### src/rtl/maxnet_data_memory.sv
// ---------------------------------------------------------------------------
// maxnet_data_memory
//
// Activation store for the Maxnet datapath. Holds N_CH entries of DATA_W bits
// and copies them in from an initialisation image one entry per cycle after
// reset or on request. Also accepts full-vector write-back with optional
// negative clamping. It tracks the number of surviving (nonzero) entries so
// the controller can tell when a single winner is left.
//
// The initialisation image is passed in as the INIT_DATA parameter, with
// entry i at [i*DATA_W +: DATA_W]. It is the contents of the hex image file,
// packed, so the ROM elaborates to constants with no file access.
//
// Ports
//   i_clk            rising-edge clock
//   i_rst            asynchronous reset, active low
//   i_reload         single-cycle request to restart the load sequence
//   o_busy           load sequence in progress
//   i_wr_en          write full vector
//   i_wr_data        write vector, entry i at [i*DATA_W +: DATA_W]
//   o_wr_err         one-cycle pulse: a write was dropped (busy or reload)
//   o_rd_data        all entries, straight from the array
//   i_rd_addr        single-entry read address
//   i_rd_req         single-entry read request
//   o_rd_single      registered single-entry read data
//   o_rd_valid       o_rd_single valid for one cycle
//   o_nz_count       number of nonzero entries (one cycle behind the array)
//   o_winner_found   exactly one nonzero entry
//   o_winner_idx     index of that entry, 0 when no winner
//
// state   | meaning
// --------+------------------------------------------------------------
// ST_LOAD | copying init image entry r_idx into the array, busy
// ST_IDLE | array holds live data, writes accepted
// ---------------------------------------------------------------------------
module maxnet_data_memory #(
   parameter int                       N_CH      = 4,
   parameter int                       DATA_W    = 4,
   parameter logic [N_CH*DATA_W-1:0]   INIT_DATA = 16'h5273,
   parameter bit                       CLAMP_NEG = 1'b1,
   parameter int                       IDX_W     = $clog2(N_CH),
   parameter int                       CNT_W     = $clog2(N_CH+1)
) (
   input  logic                     i_clk,
   input  logic                     i_rst,
   input  logic                     i_reload,
   output logic                     o_busy,
   input  logic                     i_wr_en,
   input  logic [N_CH*DATA_W-1:0]   i_wr_data,
   output logic                     o_wr_err,
   output logic [N_CH*DATA_W-1:0]   o_rd_data,
   input  logic [IDX_W-1:0]         i_rd_addr,
   input  logic                     i_rd_req,
   output logic [DATA_W-1:0]        o_rd_single,
   output logic                     o_rd_valid,
   output logic [CNT_W-1:0]         o_nz_count,
   output logic                     o_winner_found,
   output logic [IDX_W-1:0]         o_winner_idx
);

   typedef enum logic {ST_LOAD, ST_IDLE} state_t;

   state_t              r_state;
   state_t              w_state_nxt;
   logic [IDX_W-1:0]    r_idx;
   logic [IDX_W-1:0]    w_idx_nxt;
   logic [IDX_W-1:0]    w_load_addr;
   logic                w_load_en;
   logic                w_wr_en;
   logic                w_last;

   logic [DATA_W-1:0]   r_mem    [N_CH];
   logic [DATA_W-1:0]   w_rom    [N_CH];
   logic [DATA_W-1:0]   w_wr_val [N_CH];

   logic                r_wr_err;
   logic [DATA_W-1:0]   r_rd_single;
   logic                r_rd_valid;
   logic [CNT_W-1:0]    r_nz_count;
   logic                r_winner_found;
   logic [IDX_W-1:0]    r_winner_idx;

   logic [CNT_W-1:0]    w_nz_count;
   logic [IDX_W-1:0]    w_first_nz;
   logic                w_seen_nz;

   for (genvar g = 0; g < N_CH; g++) begin : g_entry
      assign w_rom[g]     = INIT_DATA[g*DATA_W +: DATA_W];
      // A set MSB is a negative two's-complement value; Maxnet treats those as dead.
      assign w_wr_val[g]  = (CLAMP_NEG && i_wr_data[g*DATA_W + DATA_W - 1]) ?
                            '0 : i_wr_data[g*DATA_W +: DATA_W];
      assign o_rd_data[g*DATA_W +: DATA_W] = r_mem[g];
   end

   assign w_last = (r_idx == IDX_W'(N_CH - 1));
   assign o_busy = (r_state == ST_LOAD);

   always_ff @(posedge i_clk or negedge i_rst) begin
      if (!i_rst) begin
         r_state <= ST_LOAD;
         r_idx   <= '0;
      end else begin
         r_state <= w_state_nxt;
         r_idx   <= w_idx_nxt;
      end
   end

   always_comb begin
      w_state_nxt = r_state;
      w_idx_nxt   = r_idx;
      w_load_en   = 1'b0;
      w_load_addr = r_idx;
      w_wr_en     = 1'b0;
      case (r_state)
         ST_LOAD: begin
            w_load_en = 1'b1;
            if (i_reload) begin
               // Restart: this edge rewrites entry 0, then the walk begins again at 0.
               w_load_addr = '0;
               w_idx_nxt   = '0;
            end else if (w_last) begin
               w_state_nxt = ST_IDLE;
               w_idx_nxt   = '0;
            end else begin
               w_idx_nxt = r_idx + IDX_W'(1);
            end
         end
         ST_IDLE: begin
            if (i_reload) begin
               // The array keeps its contents until each entry is recopied.
               w_state_nxt = ST_LOAD;
               w_idx_nxt   = '0;
            end else if (i_wr_en) begin
               w_wr_en = 1'b1;
            end
         end
         default: begin
            w_state_nxt = ST_LOAD;
            w_idx_nxt   = '0;
         end
      endcase
   end

   always_ff @(posedge i_clk or negedge i_rst) begin
      if (!i_rst) begin
         for (int i = 0; i < N_CH; i++) r_mem[i] <= '0;
      end else if (w_wr_en) begin
         for (int i = 0; i < N_CH; i++) r_mem[i] <= w_wr_val[i];
      end else if (w_load_en) begin
         r_mem[w_load_addr] <= w_rom[w_load_addr];
      end
   end

   always_ff @(posedge i_clk or negedge i_rst) begin
      if (!i_rst) begin
         r_wr_err    <= 1'b0;
         r_rd_single <= '0;
         r_rd_valid  <= 1'b0;
      end else begin
         r_wr_err   <= i_wr_en && ((r_state == ST_LOAD) || i_reload);
         r_rd_valid <= i_rd_req;
         if (i_rd_req) begin
            r_rd_single <= (int'(i_rd_addr) < N_CH) ? r_mem[i_rd_addr] : '0;
         end
      end
   end

   always_comb begin
      w_nz_count = '0;
      w_first_nz = '0;
      w_seen_nz  = 1'b0;
      for (int i = 0; i < N_CH; i++) begin
         if (r_mem[i] != '0) begin
            w_nz_count = w_nz_count + CNT_W'(1);
            if (!w_seen_nz) begin
               w_first_nz = IDX_W'(i);
               w_seen_nz  = 1'b1;
            end
         end
      end
   end

   always_ff @(posedge i_clk or negedge i_rst) begin
      if (!i_rst) begin
         r_nz_count     <= '0;
         r_winner_found <= 1'b0;
         r_winner_idx   <= '0;
      end else begin
         r_nz_count     <= w_nz_count;
         r_winner_found <= (w_nz_count == CNT_W'(1));
         r_winner_idx   <= (w_nz_count == CNT_W'(1)) ? w_first_nz : '0;
      end
   end

   assign o_wr_err       = r_wr_err;
   assign o_rd_single    = r_rd_single;
   assign o_rd_valid     = r_rd_valid;
   assign o_nz_count     = r_nz_count;
   assign o_winner_found = r_winner_found;
   assign o_winner_idx   = r_winner_idx;

endmodule

### config.mk
export PLATFORM = sky130hd
export DESIGN_NAME = maxnet_data_memory
export DESIGN_NICKNAME = d
export VERILOG_FILES = /design/src/rtl/maxnet_data_memory.sv
export SDC_FILE = /design/constraint.sdc
export NUM_CORES = 1
export LEC_CHECK = 0
export BUFFER_PORTS_ARGS = -buffer_cell sky130_fd_sc_hd__buf_2
export CORE_UTILIZATION = 40
export CTS_CLUSTER_SIZE = 40
export DETAILED_ROUTE_END_ITERATION = 8
export PLACE_DENSITY_LB_ADDON = 0.25
export SYNTH_ARGS = -nofsm -noshare
export SYNTH_HDL_FRONTEND = slang
export SYNTH_SLANG_ARGS = --single-unit
### constraint.sdc
create_clock -name i_clk -period 4.2 [get_ports i_clk]
set_input_delay 0 -clock i_clk [delete_from_list [all_inputs] [get_ports i_clk]]
set_output_delay 0 -clock i_clk [all_outputs]
set_load 0.05 [all_outputs]
==> results.sh <==
export IMPL_status="completed"
export IMPL_detailedPlace_worstSlack_ns=1.72
export IMPL_dr_pass1_iters=4
export IMPL_antenna_found_initial=0
export IMPL_start_util_pct=43.2
export IMPL_slew_headroom_pct=62.6
export IMPL_dieArea_um2=3620
export IMPL_ys_seq_area_share_pct=48.1
export IMPL_drive_gt1_share_pct=32.8
export IMPL_fillCellCount=270
export IMPL_die_w_um=60.2
export IMPL_dp_hpwl_um=2280
export IMPL_clk_pin_slew_worst_paths_ns=0.14
export IMPL_crit_path_end_kind="register"
export IMPL_fin_setup_tns_ns=0
export IMPL_ir_drop_uv=204
export IMPL_ios=52
export IMPL_syn_area_per_cell_um2=10.7
export IMPL_cts_buffers=3
export IMPL_grt_pass1_wl_um=4900
export IMPL_worstPathRequired_ns=4.44
export IMPL_clkPwrFrac_pct=12.7
export IMPL_die_height_um=60.2
export IMPL_switching_share_pct=47.7
export IMPL_cts_htree_levels=1
export IMPL_grt_max_degree=27
export IMPL_postCtsSetupBuffers=0
export IMPL_tightest_slew_ns=0.553
export IMPL_syn_to_final_growth_pct=35.9
export IMPL_p_leak_nw=0.846
export IMPL_critical_path_class="register to register"
export IMPL_core_um2=3130
export IMPL_p_comb_share_pct=50.0
export IMPL_synth_seq_cells=26
export IMPL_fmax_mhz=396
export IMPL_num_vias=1182
export IMPL_nNetsFinal=219
export IMPL_ys_types=36
export IMPL_finalClockSkew_ns=0.00387
export IMPL_synth_area_leaders="dfrtp_1, nor2_1, a21oi_1"
export IMPL_grt_overflow=0
export IMPL_cap_viol_max_count=0
export IMPL_cts_max_path_buffers=2
export IMPL_clock_root_buffer="clkbuf_4"
export IMPL_min_period_ns=2.52
export IMPL_hold_depth=3
export IMPL_synth_top_cell_area_share_pct=48.1
export IMPL_syn_area_um2=1350
export IMPL_viasPerCell=5.01
export IMPL_rsz0062_at_grt="false"
export IMPL_drv_slew=0
export IMPL_r2r_cells=8
export IMPL_min_path_type="primary input to register"
export IMPL_syn_inst=126
export IMPL_routedWlPerCell_um=13.1
export IMPL_synth_edff_count=0
export IMPL_cts_tree="done"
export IMPL_hold_viol=0
export IMPL_cts_sinks=26
export IMPL_synth_top_area_cell="dfrtp_1"
export IMPL_crit_fanout=4
export IMPL_async_flop_share_pct=100
export IMPL_p_total_mw=0.987
export IMPL_first_global_vias=1077
export IMPL_drcViolationCount=0
export IMPL_rows=20
export IMPL_p_switching_mw=0.471
export IMPL_port_buffers=46
export IMPL_startpoint_type="register"
export IMPL_ys_warn_count=0
export IMPL_synth_ff_type="dfrtp_1"
export IMPL_setup_violations=0
export IMPL_ant_nets=0
export IMPL_routed_wl_um=3100
export IMPL_seqPwrFrac_pct=37.3
export IMPL_diodes=0
export IMPL_clk_latency_ns=0.32
export IMPL_worst_slack_ns=1.68
export IMPL_critical_path_arrival_ns=2.76
export IMPL_min_period_over_period_pct=60.1
export IMPL_grt_usage_pct=18.3
export IMPL_p_int_mw=0.516
export IMPL_drt_initial_drc_count=25
export IMPL_place_congestion=0.817
export IMPL_power_density_nw_per_um2=537
-- cell type report --
cell class / count / area (um^2) / share of cell area (%)
multi-input cells: 88 / 636 / 34.6
well taps: 44 / 55.1 / 3.00
clock buffers: 4 / 36.3 / 1.97
repair buffers: 66 / 430 / 23.4
inverters: 8 / 30.0 / 1.63
flip-flops and latches: 26 / 651 / 35.4
-- cells in the final DEF, fill, tap and decap left out, types with 5 or more instances in the layout --
cell / n
dfrtp_1: 26
inv_1: 8
nand2_1: 6
nor2_1: 14
conb_1: 5
dlygate4sd3_1: 20
nand2b_1: 5
nor3_1: 8
buf_2: 46
a21oi_1: 9
-- path summary, 6_finish.rpt --
kind / to / slack, ns / startpoint
max in group asynchronous: o_rd_data[12] / 3.62 / i_rst
max reg2reg: o_winner_idx[0] / 1.68 / o_rd_data[1]
min: o_rd_data[8] / 0.02 / i_wr_data[11]
min reg2reg: o_rd_single[0] / 0.52 / o_rd_single[0]
max: o_winner_idx[0] / 1.68 / o_rd_data[1]
min in group asynchronous: o_winner_idx[1] / 0.20 / i_rst
-- synth_stat cells, types with 2 or more instances --
library cell,n
buf_4,5
xor2_1,2
a21oi_1,9
ha_1,3
o32ai_1,2
dfrtp_1,26
mux4_2,2
xnor2_1,2
nor2_1,14
a22o_1,3
or3_4,3
nor3_1,8
mux2_2,3
nand2_1,6
nand3_1,2
inv_1,8
o31a_1,2
o21ai_0,3
buf_2,2
nand2b_1,5
-- worst max-delay path, stage by stage (launching register included) --
cell and delay, ns:
dfrtp_1 0.45, or3_4 0.42, ha_1 0.38, xnor2_1 0.29, ha_1 0.27, xor2_1 0.08
nor3_1 0.18, o32ai_2 0.15, nor4_2 0.22
-- per-stage QoR --
stage	hold WS [ns]	cells	area, um^2	util, %
global route	0.0142	236	1840	58.8
floorplan	-0.296	130	1370	-
finish	0.0157	236	1840	58.8
CTS	0.00695	236	1840	58.8
detailed placement	0.0240	212	1600	51.2
global placement	0.0260	212	1600	51.2
-- logic make-up (layout without fill, tap and decap cells) --
group | after synthesis | in the layout | synth area share [%]
compound gates | 24 | 24 | 12.6
other cells | 1 | 5 | 0.277
buf+inv | 16 | 78 | 6.01
fa+ha+maj | 3 | 3 | 2.78
mux | 7 | 7 | 8.51
simple gates | 45 | 45 | 19.1
xor+xnor | 4 | 4 | 2.59
flops | 26 | 26 | 48.1
-- sequential cells by signal, indices dropped and copies added, names as in the netlist --
name / flops
o_winner_idx: 2
r_idx: 2
o_nz_count: 3
o_rd_valid: 1
o_rd_data: 12
o_rd_single: 3
o_winner_found: 1
o_wr_err: 1
r_state: 1
-- layer usage --
layer	vias up	GRT usage [%]	routed length, um
li1	572	-	-
met1	556	22.0	1350
met2	50	33.0	1550
met3	4	2.60	163
met4	0	5.98	30
met5	-	0	0
-- power groups by stage --
stage / combinational (mW) / clock [mW] / sequential, mW
2_1_floorplan: 0.189 / 0 / 0.549
3_3_place_gp: 0.469 / 0 / 0.371
3_5_place_dp: 0.477 / 0 / 0.374
4_1_cts: 0.495 / 0.130 / 0.368
5_1_grt: 0.524 / 0.137 / 0.377
6_report: 0.494 / 0.125 / 0.368
-- timing repair --
item                                   in CTS  in global routing
resized for setup                           0                  0
hold buffers                               20                  0
endpoints found under the hold margin      46                  0
Note: power is estimated with default switching activity, not from simulation.
